`src/rtl/systolic_tile_scheduler.sv`:
```
// Tile-step sequencer for a tiled C = A*B on an NxN systolic array.
// Walks m (outer), p (middle), k (inner) over latched tile counts and handshakes with fetch, array, accumulator and write-back.
module systolic_tile_scheduler #(
  parameter int N        = 8,
  parameter int DIM_W    = 8,
  parameter int WATCHDOG = 3*N+16
) (
  input  logic             i_clk,
  input  logic             i_arst,
  input  logic             i_start,
  input  logic [DIM_W-1:0] i_mTiles,
  input  logic [DIM_W-1:0] i_kTiles,
  input  logic [DIM_W-1:0] i_pTiles,
  output logic             o_busy,
  output logic             o_done,
  output logic             o_error,
  output logic             o_fetchReq,
  output logic [DIM_W-1:0] o_fetchM,
  output logic [DIM_W-1:0] o_fetchK,
  output logic [DIM_W-1:0] o_fetchP,
  input  logic             i_fetchAck,
  output logic             o_saValidInput,
  input  logic             i_saValidResult,
  output logic             o_accEn,
  output logic             o_accClear,
  output logic             o_wrValid,
  output logic [DIM_W-1:0] o_wrM,
  output logic [DIM_W-1:0] o_wrP,
  input  logic             i_wrReady
);

  localparam int WD_W = $clog2(WATCHDOG);

  typedef enum logic [2:0] {
    S_IDLE, S_FETCH, S_ISSUE, S_WAIT, S_ACC, S_WRITE, S_DONE
  } state_t;

  state_t           r_state;
  state_t           w_next;
  logic [DIM_W-1:0] r_mt, r_kt, r_pt;
  logic [DIM_W-1:0] r_m, r_k, r_p;
  logic [WD_W-1:0]  r_wdog;
  logic             r_error;

  logic w_zero_cnt, w_k_last, w_p_last, w_m_last, w_timeout;

  assign w_zero_cnt = (i_mTiles == '0) || (i_kTiles == '0) || (i_pTiles == '0);
  assign w_k_last   = (r_k == r_kt - DIM_W'(1));
  assign w_p_last   = (r_p == r_pt - DIM_W'(1));
  assign w_m_last   = (r_m == r_mt - DIM_W'(1));
  assign w_timeout  = (r_wdog == WD_W'(WATCHDOG - 1));

  // NOTE: sequential state uses non-blocking (<=) so every flop samples pre-edge values.
  always_ff @(posedge i_clk or posedge i_arst) begin
    if (i_arst) r_state <= S_IDLE;
    else        r_state <= w_next;
  end

  // NOTE: default assignment first so no path leaves w_next unassigned (no latch).
  always_comb begin
    w_next = r_state;
    case (r_state)
      S_IDLE:  if (i_start) w_next = w_zero_cnt ? S_DONE : S_FETCH;
      S_FETCH: if (i_fetchAck) w_next = S_ISSUE;
      S_ISSUE: w_next = S_WAIT;
      S_WAIT: begin
        // A result arriving on the last watchdog cycle still wins.
        if (i_saValidResult) w_next = S_ACC;
        else if (w_timeout)  w_next = S_DONE;
      end
      S_ACC:   w_next = w_k_last ? S_WRITE : S_FETCH;
      S_WRITE: if (i_wrReady) w_next = (w_p_last && w_m_last) ? S_DONE : S_FETCH;
      S_DONE:  w_next = S_IDLE;
      default: w_next = S_IDLE;
    endcase
  end

  always_ff @(posedge i_clk or posedge i_arst) begin
    if (i_arst) begin
      r_mt    <= '0;
      r_kt    <= '0;
      r_pt    <= '0;
      r_m     <= '0;
      r_k     <= '0;
      r_p     <= '0;
      r_wdog  <= '0;
      r_error <= 1'b0;
    end else begin
      case (r_state)
        S_IDLE: begin
          if (i_start) begin
            if (w_zero_cnt) begin
              r_error <= 1'b1;
            end else begin
              r_mt    <= i_mTiles;
              r_kt    <= i_kTiles;
              r_pt    <= i_pTiles;
              r_m     <= '0;
              r_k     <= '0;
              r_p     <= '0;
              r_error <= 1'b0;
            end
          end
        end
        S_ISSUE: r_wdog <= '0;
        S_WAIT: begin
          if (!i_saValidResult) begin
            if (w_timeout) r_error <= 1'b1;
            else           r_wdog  <= r_wdog + WD_W'(1);
          end
        end
        S_ACC: if (!w_k_last) r_k <= r_k + DIM_W'(1);
        S_WRITE: begin
          if (i_wrReady) begin
            r_k <= '0;
            if (!w_p_last) begin
              r_p <= r_p + DIM_W'(1);
            end else if (!w_m_last) begin
              r_p <= '0;
              r_m <= r_m + DIM_W'(1);
            end
          end
        end
        default: ;
      endcase
    end
  end

  // Strobes decode from the state register only; indices come straight from flops.
  always_comb begin
    o_busy         = (r_state != S_IDLE);
    o_done         = (r_state == S_DONE);
    o_fetchReq     = (r_state == S_FETCH);
    o_saValidInput = (r_state == S_ISSUE);
    o_accEn        = (r_state == S_ACC);
    o_accClear     = (r_state == S_ACC) && (r_k == '0);
    o_wrValid      = (r_state == S_WRITE);
  end

  assign o_error  = r_error;
  assign o_fetchM = r_m;
  assign o_fetchK = r_k;
  assign o_fetchP = r_p;
  assign o_wrM    = r_m;
  assign o_wrP    = r_p;

endmodule

```
`config.mk`:
```
export PLATFORM = sky130hd
export DESIGN_NAME = systolic_tile_scheduler
export DESIGN_NICKNAME = d
export VERILOG_FILES = /design/src/rtl/systolic_tile_scheduler.sv
export SDC_FILE = /design/constraint.sdc
export NUM_CORES = 1
export LEC_CHECK = 0
export ABC_AREA = 1
export CAP_MARGIN = 10
export CORE_MARGIN = 2
export CORE_UTILIZATION = 53
export DETAILED_ROUTE_END_ITERATION = 10
export PLACE_DENSITY_LB_ADDON = 0.3
export RECOVER_POWER = 25
export SYNTH_ARGS = -nofsm -noshare
export SYNTH_HDL_FRONTEND = slang
export SYNTH_SLANG_ARGS = --single-unit
```
`constraint.sdc`:
```
create_clock -name i_clk -period 2.2 [get_ports i_clk]
set_input_delay 0.22 -clock i_clk [delete_from_list [all_inputs] [get_ports i_clk]]
set_output_delay 0.22 -clock i_clk [all_outputs]
set_load 0.02 [all_outputs]
```
---- Yosys cells after proc, flatten, opt, wreduce, memory -nomap -nowiden ----
Cells that the tools add are included.
word-level totals
  flip-flop bits (word level) ............. 58
  output and inout port bits .............. 48
  word-level logic and storage cells ...... 90
  bits of input ports ..................... 30
cells by class
  bitwise gates (word level) .............. 1
  reduce and logical (&&, ||, !) cells .... 21
  add/subtract/negate cells ............... 7
  eq/ne operators ......................... 22
  multiplexer cells ....................... 30
operator list
  cell                                                                     number
  8-bit two-way mux                                                        10
  8-bit logical NOT                                                        4
  8-bit case mux with 2 select lines                                       2
  8-bit by 1-bit adder with 8-bit output, second input constant            3
  8-bit == test                                                            3
  3-bit two-way mux                                                        8
  8-bit case mux with 3 select lines                                       1
  8-bit by 1-bit subtractor with 8-bit output, second input constant       3
  3-bit case mux with 6 select lines                                       1
  2-bit inequality test, second input constant                             7
  6-bit two-way mux                                                        2
  6-bit case mux with 2 select lines                                       1
  5-bit AND reduction                                                      2
  3-bit == test, second input constant                                     3
  4-bit AND reduction                                                      2
  6-bit by 1-bit adder with 6-bit output, second input constant            1
  3-bit by 2-bit == test with 1-bit output, second input constant          2
  6-bit == test, second input constant                                     1
  2-bit by 1-bit inequality test with 1-bit output, second input constant  3
  3-bit inequality test, second input constant                             2
  3-bit AND reduction                                                      2
  6-bit AND reduction                                                      1
  2-bit nonzero test                                                       3
  3-bit nonzero test                                                       2
  7 further kinds                                                          12

---- Longest topological paths before layout ----
Gate-level depths: netlist of the first run.
  depth in word-level cells ............... 6
  gate-level depth with buffers ........... 16
  depth with buffers taken out ............ 16

---- Worst setup path after synthesis of the first run ----
Ideal clock, no wire load.
  path kind ............................... flip-flop to output port
  start point ............................. register r_state[1]
  end point ............................... output port o_accClear
  stages on the path, launching flop included .. 4
  data arrival time ....................... 1.896 ns
  buffers on the path ..................... 0
  required time ........................... 1.980 ns
  slack ................................... 0.084 ns
  cell sequence ........................... dfrtp_1 nor3_2 inv_1 nor4_1
between the ends
  longest elaborated chain between the ends .. 2
ends and longest elaborated chain
  what                      line  text
  start: declaration        38    state_t r_state;
  start signal: assignment  56    else r_state <= w_next;
  3-bit == test             -
  named net o_accEn         24    output logic o_accEn,
  1-bit logical AND         136   o_accClear = (r_state == S_ACC) && (r_k == '0);
  end: declaration          25    output logic o_accClear,
The timed path passes the listed nets, and every way through them passes these cells.

---- Worst setup path after layout of the first run ----
  start point ............................. register r_pt[0]
  end point ............................... register r_m[1] (netlist: o_fetchM[1])
between the ends
  longest elaborated chain between the ends .. 4
ends and longest elaborated chain
  what                                                               line  text
  start: declaration                                                 40    logic [DIM_W-1:0] r_mt, r_kt, r_pt;
  start signal: assignment                                           97    r_pt <= i_pTiles;
  8-bit by 1-bit subtractor with 8-bit output                        49    assign w_p_last = (r_p == r_pt - DIM_W'(1));
  8-bit == test                                                      49
  2-bit by 1-bit inequality test with 1-bit output (no source line)  -
  6-bit AND reduction (no source line)                               -
  end signal: assignment                                             120   r_m <= r_m + DIM_W'(1);
  end: declaration                                                   41    logic [DIM_W-1:0] r_m, r_k, r_p;
No other way between the ends.
A chain may end at the register's enable or synchronous reset.

==> results of run 1 <==
area by class of cell:
class / count / area share [%]
clock buffers: 11 / 2.66
multi-input cells: 448 / 43.4
clock inverters: 5 / 0.566
repair buffers: 98 / 17.7
well taps: 102 / 2.40
inverters: 83 / 5.87
flip-flops and latches: 58 / 27.4
worst min-delay path, cell delays in order:
cell and delay, ps:
clkdlybuf4s50_1 410, nand2_1 70, o21ai_1 50
repair_timing:
action                     4_1_cts  5_1_grt
pin swaps                        0        9
gates resized for setup          2       22
setup buffers                    0        4
setup endpoints to repair        2       20
hold buffers                     0        0
state kept, by name (all words and copies together) (netlist names), 3 cells and up:
name	flops
o_fetchK	8
o_fetchM	8
o_fetchP	8
r_kt	8
r_mt	8
r_pt	8
r_state	3
r_wdog	6
path summary, 6_finish.rpt:
check | cells past startpoint | start | endpoint | slack [ps]
hold reg to reg | 1 | r_wdog[5] | r_wdog[5] | 500
setup reg to reg | 14 | r_pt[0] | o_fetchM[1] | 80
setup / recovery | 14 | r_pt[0] | o_fetchM[1] | 80
min in group asynchronous | 2 | i_arst | o_fetchK[6] | 490
max in group asynchronous | 3 | i_arst | o_fetchP[7] | 410
hold / removal | 3 | i_mTiles[6] | r_mt[6] | 450
layer usage:
metal  vias to the layer above  routed length [um]  GRT usage [%]
met2                       129                5220           44.0
li1                       2100                   -              -
met5                         -                   0              0
met1                      1988                4590           31.6
met3                        28                 566           4.43
met4                         0                 261           11.4
cells by family after synthesis:
logic type               Yosys count  synth area share (%)
flip-flops                        58                  34.5
adder cells (fa/ha/maj)            8                  2.38
XOR/XNOR                          28                  6.16
AO/OA/AOI/OAI                     49                  6.76
buffers and inverters            110                  12.1
AND/OR/NAND/NOR                  363                  38.1
per-stage QoR:
stage | area [sq um] | util (%) | setup WS, ps | std cells | hold slack [ps]
floorplan | 4200 | - | 83.6 | 616 | 341
global placement | 5060 | 65.8 | 167 | 785 | 479
detailed placement | 5060 | 65.8 | 48.4 | 785 | 490
CTS | 5230 | 68.0 | 28.3 | 801 | 235
global route | 5310 | 69.1 | -79.1 | 805 | 471
finish | 5310 | 69.1 | 77.6 | 805 | 449
power groups by stage:
stage                     Combinational, mW  Sequential, mW  Clock, mW
after floorplan                        2.37            1.65          0
after global placement                 3.06            1.68          0
after detailed placement               3.18            1.68          0
after CTS                              3.19            1.67      0.879
after global routing                   3.78            1.74      0.925
final                                  3.34            1.69      0.863
placed cells by master (no fill, tap or decap), types with 2 or more instances in the layout:
master	n
nand3_2	3
clkdlybuf4s50_1	74
o21ai_1	11
nor3_1	8
o31ai_1	6
o21ai_0	22
nand3b_1	4
inv_2	8
nand3_1	39
buf_4	19
clkinv_2	3
ha_1	6
nor2_1	72
nor2_4	3
dfrtp_2	2
a21oi_1	4
nand2_1	183
clkinvlp_4	2
nand4_1	23
inv_1	74
nor3_4	2
nor2_2	4
xor2_1	15
xnor2_1	12
nand2_2	14
dfrtp_1	56
clkbuf_8	10
==> flow_summary.yaml, run 1 <==
status:
  status: "finished, final reports clean"
timing:
  final-setup-viol-count: 0
  worst_slew_pin_slew_ps: 841
  final_max_slew_viol_count: 0
  period_needed_ps: 2120
  tns_ps: 0
  relSlewSlack_pct: 43.9
  fmax_mhz: 471
  rsz0062_at_grt: "yes"
  min_period_over_period_pct: 96.5
  clock_skew_ps: 6.25
  hold_viol: 0
cts:
  tritoncts: "done"
  cts_buffer_depth: 2
  clk_latency_ps: 340
  cts_buffers: 9
  cts_sinks: 58
  cts_max_level: 3
  clockRootBuffer: "clkbuf_8"
  clk_transition_reported_paths_ps: 70
cells_and_area:
  seq_area_sq_um: 1450
  diodes: 0
  syn2layout_area_growth_pct: 26.4
  drive_gt1_share_pct: 11.4
  multi_input_area_sq_um: 2310
  n_fill_cell: 677
  fin_nets: 736
power:
  p_per_area_nw_per_um2: 1110
  swShare_pct: 48.2
  comb_power_share_pct: 56.7
  ir_drop_mv: 0.632
  finalPower_mw: 5.90
  seq_power_share_pct: 28.7
  p_int_mw: 3.06
  p_leak_nw: 2.57
  power_frac_clock_pct: 14.6
  p_switching_mw: 2.84
logic_synthesis:
  synth_nets: 654
  yosysWarnings: 0
  synth_area_per_cell_sq_um: 6.82
  synth_flop_cell: "dfrtp_1"
  synth_top_cell_area_share_pct: 34.5
  synth_cells: 616
  yosys.cell_types.count: 41
  synthTopCellsByCount: "193 x nand2_1, 76 x inv_1, 73 x nor2_1"
  synth-edff-count: 0
  synth_top_cells_by_area: "dfrtp_1 35%, nand2_1 17%, inv_1 6.8%"
  yosys_register_bits: 58
  yosysMostFrequentCell: "nand2_1"
  synth_top_cell_by_area: "dfrtp_1"
  synth_area_sq_um: 4200
  async_flop_share_pct: 100
  ys_seq_area_share_pct: 34.5
critical_path:
  cp.required_ps: 2430
  critPathSlowestCell: "dfrtp_1"
  crit_path_max_incr_delay_ps: 410
  setup.worst_path.class: "reg -> reg"
  crit_family: "simple AND/OR/NAND/NOR gates"
  startpoint_type: "register"
  path_cells: "inv_2, ha_4, nand2_2, inv_2, nor2_1, nand2_1, nor2_1, nand3_1, nor2_1, nand2_2, o21ai_4, nand3_4, nand2_2, nand2_2"
  crit_arrival_ps: 2360
  endpoint_kind: "register"
  critPathBufInv: 2
  crit_fanout: 8
  timing.critical_path.mode_cell: "nand2_2"
routing:
  route.detailed.drc: 0
  wl_per_cell_um: 13.2
  firstDrtPassIters: 5
  ant_nets: 0
  vias: 4245
  wirelength_um: 10600
  drtIter0Drc: 170
  vias_per_cell: 5.27
global_route:
  grt_overflow: 0
  grt_pass1_vias: 4206
  grt_first_pass_wirelength_um: 17900
  antenna_found_initial: 0
  grt_usage_pct: 25.6
  grt_max_degree: 38
placed_design:
  portBuffers: 77
  gp_congestion: 0.914
  dp_hpwl_um: 8120
floorplanning:
  die_w_um: 93.0
  ios: 78
  core_sq_um: 7690
  die_height_um: 93.0
  dieArea_sq_um: 8660
  num_rows: 32
  initial_utilization_pct: 54.7
min_path:
  worst_hold_path_type: "in -> reg"
run:
  maxCapViolCount: 0
(Power assumes the default switching activity.)
==> run 2, diff against run 1 <==
--- a/config.mk
+++ b/config.mk
@@ -10,4 +10,5 @@
 export CORE_MARGIN = 2
 export CORE_UTILIZATION = 53
+export CTS_BUF_LIST = sky130_fd_sc_hd__clkbuf_16
 export DETAILED_ROUTE_END_ITERATION = 10
 export PLACE_DENSITY_LB_ADDON = 0.3
==> constraint.sdc (replaced) <==
create_clock -name i_clk -period 2.2 [get_ports i_clk]
set_input_delay 0.44 -clock i_clk [delete_from_list [all_inputs] [get_ports i_clk]]
set_output_delay 0.44 -clock i_clk [all_outputs]
set_load 0.02 [all_outputs]
==> flow_summary.yaml, run 2 (synthesis gave the netlist of run 1 again) <==
critical_path:
  cp-startpoint: "r_state[1]"
  startpoint_type: "register"
  endpoint_kind: "primary output"
  crit_fanout: 6
  reg2reg_slack_ps: 130
  crit_arrival_ps: 1640
  reg2reg_depth: 14
  crit_path_end: "o_busy"
  path_cells: "buf_4, nor3_2, inv_2, dlygate4sd2_1"
  crit_path_max_incr_delay_ps: 410
  cp.required_ps: 1760
  setup.worst_path.class: "reg -> out"
  critPathSlowestCell: "dfrtp_1"
  r2r_start: "r_kt[0]"
  worstReg2RegEnd: "o_fetchK[0]"
global_route:
  grt_max_degree: 59
  grt_usage_pct: 26.9
  antenna_found_initial: 0
  grt_pass1_vias: 4031
  grt_first_pass_wirelength_um: 18500
  grt_overflow: 0
floorplanning:
  ios: 78
  die_height_um: 93.0
  core_sq_um: 7690
  dieArea_sq_um: 8660
  die_w_um: 93.0
  initial_utilization_pct: 54.7
  num_rows: 32
cells_and_area:
  drive_gt1_share_pct: 11.5
  final_common_cell: "nand2_1"
  n_fill_cell: 620
  final_cell_mix: "190 x nand2_1, 75 x inv_1, 70 x clkdlybuf4s50_1"
  final_area_sq_um: 5480
  fin_nets: 745
  syn2layout_area_growth_pct: 30.5
  diodes: 0
routing:
  ant_nets: 0
  drtIter0Drc: 261
  route.detailed.drc: 0
  wl_per_cell_um: 13.9
  vias: 4342
  wl_met2_um: 5620
  wirelength_um: 11300
  highest_layer: "met4"
  vias_per_cell: 5.33
  met1_length_um: 4790
  firstDrtPassIters: 7
  wl_met3_um: 742
placed_design:
  gp_congestion: 0.873
  portBuffers: 77
  dp_slack_ps: -24.8
  dp_hpwl_um: 8270
  place_area_sq_um: 5150
power:
  seq_power_share_pct: 25.9
  p_per_area_nw_per_um2: 1160
  swShare_pct: 46.5
  power_frac_clock_pct: 18.8
  ir_drop_mv: 0.796
  comb_power_share_pct: 55.3
  p_switching_mw: 2.96
  p_int_mw: 3.41
  p_leak_nw: 2.70
timing:
  relSlewSlack_pct: 1.23
  min_period_over_period_pct: 94.4
  fmax_mhz: 481
  hold_viol: 0
  final_max_slew_viol_count: 0
  final-setup-viol-count: 0
  worst_slew_pin_slew_ps: 1480
  worst_slack_ps: 123
  clock_skew_ps: 6.24
  period_needed_ps: 2080
cts:
  clk_transition_reported_paths_ps: 50
  cts_buffer_depth: 2
  clockRootBuffer: "clkbuf_16"
  tritoncts: "done"
  hold_buffers: 0
  cts_sinks: 58
  cts_max_level: 3
  cts_buffers: 9
  clk_latency_ps: 330
min_path:
  worst_hold_path_type: "reg -> reg"
status:
  status: "finished, final reports clean"
run:
  maxCapViolCount: 0
## run 2: changes by cell type in the layout (fill, tap and decap cells not counted), moves of 3 or more
cell,delta
clkbuf_16,+9
buf_4,+7
clkbuf_8,-10
nand2_2,-8
dlygate4sd2_1,+4
nand2_1,+7
clkdlybuf4s50_1,-4
clkinv_1,+4
nor2_1,-3
## run 2: cell type report
class | count | area (sq um) | share of cell area [%]
clock buffer | 9 | 225 | 4.11
inverter | 83 | 312 | 5.68
multi-input combinational | 448 | 2320 | 42.4
tap | 102 | 128 | 2.33
clock inverter | 7 | 28.8 | 0.525
sequential | 58 | 1450 | 26.5
timing repair buffer | 107 | 1010 | 18.5
## run 2: stage by stage
step	power, mW	hold slack [ps]	instances	util [%]	TNS (ps)
3_5_place_dp	5.01	489	795	67.0	-24.8
3_3_place_gp	4.87	473	795	67.0	0
6_report	6.37	508	814	71.3	0
2_1_floorplan	4.02	455	616	-	0
4_1_cts	6.23	501	811	70.3	0
5_1_grt	6.93	509	814	71.3	-43.4
## run 2: worst min path at each step
| stage | slack (ps) | depth (start not counted) | endpoint | startpoint |
|---|---|---|---|---|
| global placement | 470 | 1 | r_wdog[5] | r_wdog[5] |
| CTS | 500 | 1 | r_wdog[5] | r_wdog[5] |
| detailed placement | 490 | 1 | r_wdog[5] | r_wdog[5] |
| floorplan | 460 | 1 | r_wdog[5] | r_wdog[5] |
| finish | 510 | 2 | o_error | o_error |
| global route | 510 | 1 | r_wdog[5] | r_wdog[5] |
## run 2: layer usage
metal | up-vias | GRT usage, %
met5 | - | 0
met3 | 17 | 5.80
met1 | 2047 | 33.9
met2 | 156 | 46.2
li1 | 2122 | -
met4 | 0 | 8.33
## run 2: power by group through the flow
stage | registers [mW] | logic (mW) | clock network (mW)
floorplan | 1.65 | 2.37 | 0
global placement | 1.64 | 3.23 | 0
detailed placement | 1.65 | 3.36 | 0
CTS | 1.64 | 3.38 | 1.21
global route | 1.68 | 4.00 | 1.25
finish | 1.65 | 3.52 | 1.20
## run 2: timing repair
item	in CTS	in global routing
setup endpoints to repair	12	28
buffers inserted	0	3
resized for setup	8	23
pin swaps	0	12
## run 2: critical path, delay by kind of cell (launching register included)
kind | cells | cell delay [ps]
buf+inv | 3 | 650
flops | 1 | 410
simple gates | 1 | 240
